--- src/rtl/fdc_pkg.sv ---
// Shared mode encoding for the universal register and the sequencer that drives it.
package fdc_pkg;

  localparam int unsigned MODE_W = 3;

  typedef enum logic [MODE_W-1:0] {
    MODE_HOLD = 3'd0,
    MODE_LOAD = 3'd1,
    MODE_SHL  = 3'd2,
    MODE_SHR  = 3'd3,
    MODE_INC  = 3'd4,
    MODE_DEC  = 3'd5,
    MODE_SCLR = 3'd6,
    MODE_RSVD = 3'd7
  } mode_e;

endpackage

--- src/rtl/fdce_cell.sv ---
// 1-bit D flip-flop with asynchronous active-low clear to a per-cell value and clock enable.
module fdce_cell #(
  parameter logic CLEAR_VALUE = 1'b0
) (
  input  logic clock,
  input  logic clear_n,
  input  logic enable,
  input  logic d,
  output logic q
);

  always_ff @(posedge clock or negedge clear_n) begin
    if (!clear_n) begin
      q <= CLEAR_VALUE;
    end else if (enable) begin
      q <= d;
    end
  end

endmodule

--- src/rtl/fdc_universal_reg.sv ---
// WIDTH-bit hold/load/shift/count register with async clear and a registered carry/borrow flag.
module fdc_universal_reg
  import fdc_pkg::*;
#(
  parameter int unsigned       WIDTH       = 8,
  parameter logic [WIDTH-1:0]  RESET_VALUE = '0
) (
  input  logic             clock,
  input  logic             input_clear_n,
  input  logic             input_enable,
  input  logic [2:0]       input_mode,
  input  logic [WIDTH-1:0] input_d,
  input  logic             input_serial_l,
  input  logic             input_serial_r,
  output logic [WIDTH-1:0] output_q,
  output logic             output_carry,
  output logic             output_zero
);

  logic [WIDTH-1:0] next_q;
  logic             next_carry;
  mode_e            mode;

  assign mode = mode_e'(input_mode);

  // Next-state selection; HOLD and the reserved code recirculate current state.
  always_comb begin
    next_q     = output_q;
    next_carry = output_carry;
    case (mode)
      MODE_LOAD: begin
        next_q     = input_d;
        next_carry = 1'b0;
      end
      MODE_SHL: begin
        next_q     = {output_q[WIDTH-2:0], input_serial_r};
        next_carry = output_q[WIDTH-1];
      end
      MODE_SHR: begin
        next_q     = {input_serial_l, output_q[WIDTH-1:1]};
        next_carry = output_q[0];
      end
      MODE_INC: begin
        next_q     = output_q + WIDTH'(1);
        next_carry = &output_q;
      end
      MODE_DEC: begin
        next_q     = output_q - WIDTH'(1);
        next_carry = ~|output_q;
      end
      MODE_SCLR: begin
        next_q     = RESET_VALUE;
        next_carry = 1'b0;
      end
      default: begin
        next_q     = output_q;
        next_carry = output_carry;
      end
    endcase
  end

  for (genvar i = 0; i < int'(WIDTH); i++) begin : g_bit
    fdce_cell #(
      .CLEAR_VALUE (RESET_VALUE[i])
    ) u_cell (
      .clock   (clock),
      .clear_n (input_clear_n),
      .enable  (input_enable),
      .d       (next_q[i]),
      .q       (output_q[i])
    );
  end

  fdce_cell #(
    .CLEAR_VALUE (1'b0)
  ) u_carry (
    .clock   (clock),
    .clear_n (input_clear_n),
    .enable  (input_enable),
    .d       (next_carry),
    .q       (output_carry)
  );

  assign output_zero = (output_q == '0);

endmodule
--- config.mk ---
export PLATFORM = sky130hd
export DESIGN_NAME = fdc_universal_reg
export DESIGN_NICKNAME = d
export VERILOG_FILES = /design/src/rtl/fdc_pkg.sv /design/src/rtl/fdce_cell.sv /design/src/rtl/fdc_universal_reg.sv
export SDC_FILE = /design/constraint.sdc
export NUM_CORES = 1
export LEC_CHECK = 0
export ABC_AREA = 1
export CAP_MARGIN = 10
export CORE_ASPECT_RATIO = 1.1
export CORE_UTILIZATION = 53
export CTS_BUF_LIST = sky130_fd_sc_hd__clkbuf_16
export CTS_CLUSTER_DIAMETER = 200
export DETAILED_ROUTE_END_ITERATION = 7
export PLACE_DENSITY = 0.86
export SLEW_MARGIN = 25
export SYNTH_ARGS = -nofsm -noshare
export SYNTH_HDL_FRONTEND = slang
export SYNTH_SLANG_ARGS = --single-unit
--- constraint.sdc ---
create_clock -name clock -period 3.3 [get_ports clock]
set_input_delay 0.99 -clock clock [delete_from_list [all_inputs] [get_ports clock]]
set_output_delay 0.99 -clock clock [all_outputs]
set_load 0.005 [all_outputs]
### Yosys cells after proc, flatten, opt, wreduce, memory -nomap -nowiden

Cells that the tools add are included.

* flip-flop bits (word level): 9
* bits of input ports: 16
* output and inout port bits: 10
* word-level logic and storage cells: 28

* add/subtract/negate cells: 2
* equality and inequality tests: 6
* mux-type cells: 2
* reductions and logical operators: 9

Operator list (count)
* 8-bit case mux with 6 select lines: 1
* 3-bit equality test, second input constant: 3
* 8-bit by 1-bit adder with 8-bit output, second input constant: 1
* 8-bit zero test: 1
* 8-bit AND reduction: 1
* 8-bit OR reduction: 1
* 8-bit by 1-bit subtractor with 8-bit output, second input constant: 1
* 3-bit by 2-bit equality test with 1-bit output, second input constant: 2
* 6-bit nonzero test: 1
* 1-bit case mux with 5 select lines: 1
* 5-bit nonzero test: 1
* 2-bit AND reduction: 2
* 3-bit by 1-bit equality test with 1-bit output, second input constant: 1
* 2-bit OR reduction: 1
* 1-bit zero test: 1

### Depth between registers and ports, before layout

* depth in word-level cells: 4
* depth in mapped cells: 17
* mapped depth without buffers: 17

### By module

A second synthesis with hierarchy kept.

* cells, all modules: 183
* area, all modules: 1089.8 sq um

By module, submodules not included
* fdc_universal_reg: times used 1, cells an instance 138, area an instance 729.4 sq um, seq. area each 0.0 sq um
* fdce_cell: times used 9, cells an instance 5, area an instance 40.0 sq um, seq. area each 25.0 sq um

### Worst setup path after synthesis

No wires, ideal clock.

* kind: input port to flip-flop
* start point: in input_mode[2]
* end point: reg g_bit[6].u_cell.q
* setup time: 0.116 ns
* arrival: 2.078 ns
* data required time: 3.184 ns
* slack: 1.105 ns
* cell stages on the path: 16
* path buffers: 0
* cell sequence: inv_2 nor2_4 nand3_1 nand2_1 inv_1 ha_1 inv_1 nand2_1 nand2_1 nor2_1 nand2_1 nand3_1 nand3_1 nand2_1 nand2_1 nand2_1

* word-level cells in the longest chain between the ends: 3
* elaborated cells on any way between the ends: 9
* classes of those cells: eq/ne (6); mux (1); reduce/logical (2)

Ends and longest elaborated chain
* from (decl): RTL line fdc_universal_reg.sv:11 `input logic [2:0] input_mode,`
* 3-bit equality test, or another cell as far along: RTL line fdc_universal_reg.sv:30 `case (mode)`
* 6-bit nonzero test (no source line)
* 2-bit AND reduction (no source line)
* to (signal assigned): RTL line fdce_cell.sv:14 `q <= CLEAR_VALUE;`
* to (signal assigned): RTL line fdce_cell.sv:16 `q <= d;`
* to (decl): RTL line fdce_cell.sv:9 `output logic q`

Parallel ways exist; a longest one is shown, timed or not.
A chain may end at the register's enable or synchronous reset.

### Worst setup path after layout

* start point: in input_mode[0]
* end point: reg g_bit[6].u_cell.q

Same word-level chain as after synthesis.

==> results.ini <==
[logic_synthesis]
synth.distinct_cells=27
seq_area_frac_synth_pct=21.6
ys_top_cells_by_count=nand2_1, inv_1, nand3_1, nor2_1, dfrtp_1
synth_cells=175
synth_edf_count=0
synth_largest_area_cell=dfrtp_1
synth_seq_cells=9
ys_dominant_reg_cell=dfrtp_1
async_flop_share_pct=100
synth_top_area_share_pct=21.6
syn_nets=192
avgSynthCellArea_um2=5.96
mappedNetlistArea_um2=1040
yosysWarnings=0
synthMostInstantiatedCell=nand2_1
synth_area_leaders=dfrtp_1, nand2_1, nand3_1

[sta]
tns_ns=0
final-max-slew-violation-count=0
finalCritPeriodShare_pct=88.0
max_freq_ghz=0.344
tightest_slew_ns=0.475
setup_violations=0
min_period_ns=2.90
worst_slew_margin_rel_pct=68.2
rsz0062_at_grt=no
hold_viol=0
skew_ns=0.00312

[drt]
via_count=1228
routed_wl_um=2930
drc=0
drt_first_pass_iters=4
first_iter_violations=53
antenna_left=0
wl_per_cell_um=13.1
viasPerCell=5.51

[die]
core-area_um2=1820
die_area_um2=2150
row_count=16
die_w_um=44.3
die_h_um=48.5
start_util_pct=57.3
pin_count=26

[pwr]
p_per_area_nw_per_um2=482
irDropWorstVdd_mv=0.475
finalPower_mw=0.651
leakagePower_nw=0.659

[layout]
instances_no_fill=223
nNetsFinal=214
stdcell_area_um2=1350
post-route-util_pct=74.1
multi_input_comb_area_um2=649
area_delta_synth_final_pct=29.4
drive_gt1_share_pct=10.7
num-fill-cells=147
seqCellArea_um2=225
diodes=0

[run_status]
status=finished, final reports clean

[clock_tree]
hold_buffers=0
cts_resized=0
htree_levels=1
cts_inserted_buffers=3
path_clk_slew_ns=0.04
clockBufferDepth=2
cts.sink_count=9
clk_latency_ns=0.23
cts-root-buf=clkbuf_16
cts_tree=built
cts_setup_buffers=0

[job]
cap_violations=0

[global_routing]
grtUsageTotal_pct=28.5
grt_pass1_wl_um=4750
grt_pass1_vias=1090
grt_max_degree=14
grt.overflow.total=0
antenna_found_initial=0

[worst_setup_path]
cp_data_required_time_ns=3.42
cp-end-kind=register
cp-start-kind=primary input
arrival_ns=3.03
path_max_fanout=13
criticalPathCategory=primary input to register
rrSetupSlack_ns=1.51

[hold_path]
hold_path_class=register to register

[placement]
port_buffers=25
placed_cell_area_um2=1270
place_congestion=0.945
dp_hpwl_um=2250
dpl.cell_count=219

-- cells in the final DEF, fill, tap and decap left out, types with 2 or more instances in the layout --
cell	netlist	routed
a21oi_1	8	8
a22oi_1	2	2
o21ai_1	8	8
clkbuf_16	0	3
clkdlybuf4s50_1	0	25
o21ai_0	3	3
inv_2	7	7
nor2_1	17	17
a221oi_1	3	3
dfrtp_1	9	9
nand4_1	3	3
nand2_1	48	48
a211oi_1	2	2
inv_1	19	19
nand3_2	2	2
o22ai_1	4	4
nor2_4	2	2
nor2_2	2	2
nand3_1	19	19
-- sequential cells by signal (all words and copies together), names as in the netlist --
signal	cells
g_bit.u_cell.q	8
u_carry.q	1
-- metal layers --
metal | share of wire (%) | up-vias | global-route usage, %
met5 | 0 | - | 0
met4 | 1.2 | 0 | 9.09
met1 | 42 | 544 | 40.1
met2 | 51 | 60 | 46.8
li1 | - | 618 | -
met3 | 5.8 | 6 | 0
-- worst paths after layout --
path                                          end  depth (start not counted)              start
worst max-delay path            g_bit[6].u_cell.q                         17      input_mode[0]
worst min register to register          u_carry.q                          2          u_carry.q
worst min-delay path                    u_carry.q                          2          u_carry.q
min in group asynchronous               u_carry.q                          1      input_clear_n
worst max register to register  g_bit[6].u_cell.q                         16  g_bit[1].u_cell.q
max in group asynchronous       g_bit[7].u_cell.q                          1      input_clear_n
-- cell type report --
type / count / area share (%)
Clock buffer: 3 / 5.56
Clock inverter: 1 / 0.371
Inverter: 27 / 7.69
Multi-Input combinational cell: 130 / 48.1
Sequential cell: 9 / 16.7
Tap cell: 27 / 2.50
Timing Repair Buffer: 26 / 19.1
-- worst max-delay path, cell delays in order --
cell             delay [ns]
clkdlybuf4s50_1        0.76
nand3_2                0.16
nand2_1                0.09
nand2_1                0.05
inv_1                  0.06
ha_1                   0.13
inv_1                  0.04
nand2_1                0.11
nand2_1                0.07
nor2_1                 0.12
nand2_1                0.08
nand2_1                0.06
nand2_1                0.05
nand3_1                0.09
nand2_1                0.07
nand2_1                0.06
nand2_1                0.04
-- power by group --
part / switching, mW / total [mW] / leakage [nW] / internal, mW
sequential: 0.0375 / 0.172 / 0.112 / 0.134
clock: 0.0538 / 0.214 / 0.0409 / 0.160
combinational: 0.150 / 0.266 / 0.507 / 0.117
total: 0.241 / 0.651 / 0.659 / 0.411
-- kinds of logic (layout without fill, tap and decap cells) --
family,count (synthesis),in the layout,synth area share (%)
compound gates,32,32,18.7
buf+inv,36,57,16.2
fa+ha+maj,1,1,1.20
flops,9,9,21.6
simple gates,97,97,42.3
-- through the flow --
step,setup WS (ns),hold WS [ns]
final,0.395,0.482
after global routing,0.229,0.510
after CTS,0.409,0.484
after detailed placement,0.175,0.464
after global placement,0.250,0.467
after floorplan,1.11,0.473
No activity file was read; power rests on OpenSTA's default activity.
